`src/rtl/pipeline_bus_arbiter_pkg.sv`:
```
// Shared encodings for the pipeline memory-bus arbiter: FSM state codes,
// address-source select codes and the registered output bundle decode.
package pipeline_bus_arbiter_pkg;

  localparam logic [2:0] S_IDLE  = 3'd0;
  localparam logic [2:0] S_FETCH = 3'd1;
  localparam logic [2:0] S_DATA  = 3'd2;
  localparam logic [2:0] S_DMA   = 3'd3;
  localparam logic [2:0] S_TURN  = 3'd4;

  localparam logic [1:0] ADDR_NONE  = 2'd0;
  localparam logic [1:0] ADDR_PCRA  = 2'd1;
  localparam logic [1:0] ADDR_PIPE2 = 2'd2;
  localparam logic [1:0] ADDR_DMA   = 2'd3;

  typedef struct packed {
    logic       fetch_grant;
    logic       data_grant;
    logic       dma_grant;
    logic [1:0] addr_sel;
    logic       pipe_stall;
    logic       dma_active;
  } bus_out_t;

  // Output bundle for a given state; S_FETCH without a fetch request is the
  // parked condition (bus idle but Stages 0/1 not stalled).
  function automatic bus_out_t decode_outputs(input logic [2:0] state,
                                              input logic       fetch_req);
    bus_out_t o;
    o             = '0;
    o.addr_sel    = ADDR_NONE;
    o.pipe_stall  = 1'b1;
    case (state)
      S_FETCH: begin
        o.fetch_grant = fetch_req;
        o.addr_sel    = fetch_req ? ADDR_PCRA : ADDR_NONE;
        o.pipe_stall  = 1'b0;
      end
      S_DATA: begin
        o.data_grant  = 1'b1;
        o.addr_sel    = ADDR_PIPE2;
      end
      S_DMA: begin
        o.dma_grant   = 1'b1;
        o.addr_sel    = ADDR_DMA;
        o.dma_active  = 1'b1;
      end
      default: ;
    endcase
    return o;
  endfunction

endpackage

```
`src/rtl/pipeline_bus_arbiter.sv`:
```
// Arbiter for the shared 8-bit memory bus: Stage 2 data access, bounded DMA
// bursts with a minimum pipeline gap, and Stage 0 fetch. Outputs registered.
module pipeline_bus_arbiter
  import pipeline_bus_arbiter_pkg::*;
#(
  parameter int unsigned DMA_MAX_BURST = 16,
  parameter int unsigned DMA_GAP       = 2
) (
  input  logic       ClockIn,
  input  logic       ResetIn_n,
  input  logic       FetchReq,
  input  logic       DataReq,
  input  logic       DmaReq,
  output logic       FetchGrant,
  output logic       DataGrant,
  output logic       DmaGrant,
  output logic [1:0] AddrSel,
  output logic       PipeStall,
  output logic       DmaActive
);

  localparam int unsigned BW = $clog2(DMA_MAX_BURST + 1);
  localparam int unsigned GW = $clog2(DMA_GAP + 1);

  logic [2:0]    state, state_nxt;
  logic [BW-1:0] burst_cnt;
  logic [GW-1:0] gap_cnt, gap_nxt;
  logic          data_req;
  logic          dma_ok;
  logic          burst_last;
  bus_out_t      outs;

  // Unknown feedback from the pipeline at power-up must not claim the bus.
  assign data_req = (DataReq === 1'b1);

  assign burst_last = (burst_cnt == BW'(DMA_MAX_BURST - 1));

  // DMA eligibility looks at the post-edge gap value so exactly DMA_GAP
  // pipeline-owned cycles separate two bursts.
  always_comb begin
    gap_nxt = gap_cnt;
    if (state == S_TURN)
      gap_nxt = GW'(DMA_GAP);
    else if (state != S_DMA && gap_cnt != '0)
      gap_nxt = gap_cnt - 1'b1;
  end

  assign dma_ok = (gap_nxt == '0);

  always_comb begin
    state_nxt = S_FETCH;
    if (state == S_DMA) begin
      if (!DmaReq || burst_last)
        state_nxt = S_TURN;
      else
        state_nxt = S_DMA;
    end else if (data_req) begin
      state_nxt = S_DATA;
    end else if (DmaReq && dma_ok) begin
      state_nxt = S_DMA;
    end
  end

  always_ff @(posedge ClockIn or negedge ResetIn_n) begin
    if (!ResetIn_n) begin
      state     <= S_IDLE;
      outs      <= decode_outputs(S_IDLE, 1'b0);
      burst_cnt <= '0;
      gap_cnt   <= '0;
    end else begin
      state     <= state_nxt;
      outs      <= decode_outputs(state_nxt, FetchReq);
      gap_cnt   <= gap_nxt;
      if (state == S_DMA && state_nxt == S_DMA)
        burst_cnt <= burst_cnt + 1'b1;
      else
        burst_cnt <= '0;
    end
  end

  assign FetchGrant = outs.fetch_grant;
  assign DataGrant  = outs.data_grant;
  assign DmaGrant   = outs.dma_grant;
  assign AddrSel    = outs.addr_sel;
  assign PipeStall  = outs.pipe_stall;
  assign DmaActive  = outs.dma_active;

endmodule

```
`config.mk`:
```
export PLATFORM = sky130hd
export DESIGN_NAME = pipeline_bus_arbiter
export DESIGN_NICKNAME = d
export VERILOG_FILES = /design/src/rtl/pipeline_bus_arbiter_pkg.sv /design/src/rtl/pipeline_bus_arbiter.sv
export SDC_FILE = /design/constraint.sdc
export NUM_CORES = 1
export LEC_CHECK = 0
export ABC_AREA = 1
export BUFFER_PORTS_ARGS = -buffer_cell sky130_fd_sc_hd__buf_2
export CAP_MARGIN = 20
export CORE_AREA = 10 10 47 49
export CTS_CLUSTER_DIAMETER = 100
export CTS_CLUSTER_SIZE = 25
export DETAILED_ROUTE_END_ITERATION = 10
export DIE_AREA = 0 0 57 59
export PLACE_DENSITY = 0.74
export SLEW_MARGIN = 20
export SYNTH_ARGS = -nofsm -noshare
export SYNTH_HDL_FRONTEND = slang
export SYNTH_SLANG_ARGS = --single-unit
```
`constraint.sdc`:
```
create_clock -name ClockIn -period 2.2 [get_ports ClockIn]
set_clock_uncertainty 0.05 [all_clocks]
set_input_delay 0.22 -clock ClockIn [delete_from_list [all_inputs] [get_ports ClockIn]]
set_output_delay 0.22 -clock ClockIn [all_outputs]
set_load 0.02 [all_outputs]
```
==> flow_metrics.tcl <==
set metrics [dict create \
    yosysTopAreaCell "dfrtp_1" \
    pre_cts_ws_ns 0.613 \
    antenna_found_initial 0 \
    outcome "finished clean" \
    hold_start "DataReq" \
    critPathLaunch "burst_cnt[0]" \
    worstSetupEndpoint "AddrSel[0]" \
    max_freq_mhz 618 \
    mostFrequentLayoutCells "15 x dfrtp_1, 15 x inv_1, 12 x nor2_1" \
    regArea_um2 402 \
    route.detailed.drc 0 \
    routed_wl_um 1160 \
    report.final.slew_viol_count 0 \
    grtUsageTotal 0.0762 \
    rsz0062_at_grt "false" \
    critPathMaxFanout 4 \
    crit_path_end_kind "flop" \
    p_sw_frac 0.414 \
    finalCritPeriodShare 0.736 \
    dp_hpwl_um 852 \
    initial_core_util 0.483 \
    multi_input_area_um2 208 \
    r2r_end "AddrSel[0]" \
    post-place-cells 96 \
    finalWorstSetupSlack_ns 0.581 \
    p_int_mw 0.616 \
    cts.sinks 16 \
    gp_congestion 0.731 \
    stdcell_count 101 \
    crit_required_ns 2.32 \
    clk_pin_slew_worst_paths_ns 0.09 \
    gr-total-overflow 0 \
    clockBufferDepth 2 \
    r2r_cells 9 \
    worstMarginPinSlew_ns 0.344 \
    reg2reg_setup_slack_ns 0.58 \
    coreArea_um2 1400 \
    clkLatencyLatePin_ns 0.28 \
    cts_tree "done" \
    rows 14 \
    vdd_drop_max_mv 0.671 \
    via_count 458 \
    p_leak_nw 0.430 \
    drtAntennaViolNets 0 \
    drt_iter0_markers 7 \
    path_class "flop to flop" \
    grt_pass1_wl_um 2030 \
    finalSetupViolations 0 \
    grt_max_degree 17 \
    syn-instance-count 70 \
    die_area_um2 3360 \
    hold_viol_final 0 \
    synth.net_count 78 \
    cts_made_buffers 3 \
    io_buffers 11 \
    hp-class "input port to flop" \
    synth_cell_types 15 \
    route.detailed.wl_per_inst_um 11.5 \
    cap_viol_max_count 0 \
    syn_area_per_cell_um2 9.67 \
    synthToLayoutAreaGrowth_pct 15.3 \
    ys.warnings.count 0 \
    antennaDiodeCount 0 \
    root_buffer "clkbuf_4" \
    setup_tns_ns 0 \
    p_switching_mw 0.435 \
    cp-start-kind "flop" \
    drive_above_1_share 0.259 \
    netlist_area_um2 677 \
    firstDrtPassIters 4 \
    seq_area_frac_synth 0.593 \
    whs_ns 0.127 \
    viasPerCell 4.53 \
    p_comb_frac 0.440 \
    crit_arrival_ns 1.74 \
    nFillCells 138 \
    htreeDepth 1 \
    slew-limit-headroom 0.771 \
    finalPower_mw 1.05 \
    period_minus_slack_ns 1.62 \
    power_density_nw_per_um2 1350 \
    r2r_start "burst_cnt[0]" \
    fp.dieW_um 57 \
    seqPwrFrac 0.414 \
    die_h_um 59 \
    ys_ff_latch 16 \
    synth_area_leaders "dfrtp_1 55%, inv_1 8.3%, nor2_1 6.7%, ha_1 5.5%, nand3_2 4.4%" \
    grt_pass1_vias 501 \
    ios 12 \
    synth_top_area_frac 0.555 \
    fin_nets 94 \
    power_frac_clock 0.146 \
]
power by group through the flow:
stage,clock [mW],sequential (mW),combinational (mW)
2_1_floorplan,0,0.503,0.289
3_3_place_gp,0,0.437,0.449
3_5_place_dp,0,0.442,0.464
4_1_cts,0.159,0.435,0.471
5_1_grt,0.171,0.446,0.532
6_report,0.154,0.435,0.463
worst min-delay path by stage:
| stage | endpoint | slack, ns | depth (start not counted) |
|---|---|---|---|
| final | DataGrant | 0.13 | 3 |
| after global routing | DataGrant | 0.13 | 3 |
| after CTS | DataGrant | 0.12 | 3 |
| after detailed placement | AddrSel[1] | 0.09 | 1 |
| after global placement | AddrSel[1] | 0.09 | 1 |
| after floorplan | AddrSel[0] | -0.13 | 0 |
per-layer routing:
| metal | wire (um) | vias to the layer above | track usage |
|---|---|---|---|
| met5 | 0 | - | 0 |
| met1 | 432 | 208 | 0.0666 |
| met3 | 74 | 2 | 0.0386 |
| li1 | - | 238 | - |
| met2 | 639 | 10 | 0.133 |
| met4 | 11 | 0 | 0.0537 |
synthesized netlist by cell type (all sizes together):
master  instances
nand3           7
dfstp           1
xor2            1
inv            16
nand2          10
buf             1
ha              3
nor3b           1
nor2           13
dfrtp          15
a21oi           2
kinds of logic (layout without fill, tap and decap cells):
kind of cell / after synthesis / count (layout) / synth area share
AO/OA/AOI/OAI: 2 / 2 / 0.0148
AND/OR/NAND/NOR: 31 / 31 / 0.224
buffers and inverters: 17 / 32 / 0.0998
flip-flops: 16 / 16 / 0.593
adder cells (fa/ha/maj): 3 / 3 / 0.0555
XOR/XNOR: 1 / 1 / 0.0129
registers in the layout (all words and copies together), names as in the netlist:
register    count
FetchGrant      1
AddrSel         2
DmaActive       1
PipeStall       1
burst_cnt       5
DataGrant       1
gap_cnt         2
state           3
timing repair:
action,in CTS,in global routing
gates resized for setup,0,0
buffers inserted,0,0
endpoints found under the hold margin,15,0
hold buffers,1,0
metrics by stage:
step                utilization  cell area, um^2
floorplan                     -              677
global placement          0.531              744
detailed placement        0.531              744
CTS                       0.557              781
global route              0.557              781
finish                    0.557              781
worst max-delay path: stages (launching register included):
cell	delay, ns
dfrtp_1	0.38
ha_1	0.18
nand2_1	0.08
nor2_1	0.10
ha_1	0.15
inv_1	0.05
a21oi_1	0.28
nor2_1	0.09
nand2_1	0.11
nand2_1	0.05
area by class of cell:
class / count / area share
Timing Repair Buffer: 12 / 0.0833
Inverter: 16 / 0.0769
Multi-Input combinational cell: 37 / 0.266
Tap cell: 16 / 0.0256
Sequential cell: 16 / 0.514
Clock buffer: 4 / 0.0337
No activity file was read; power rests on OpenSTA's default activity.
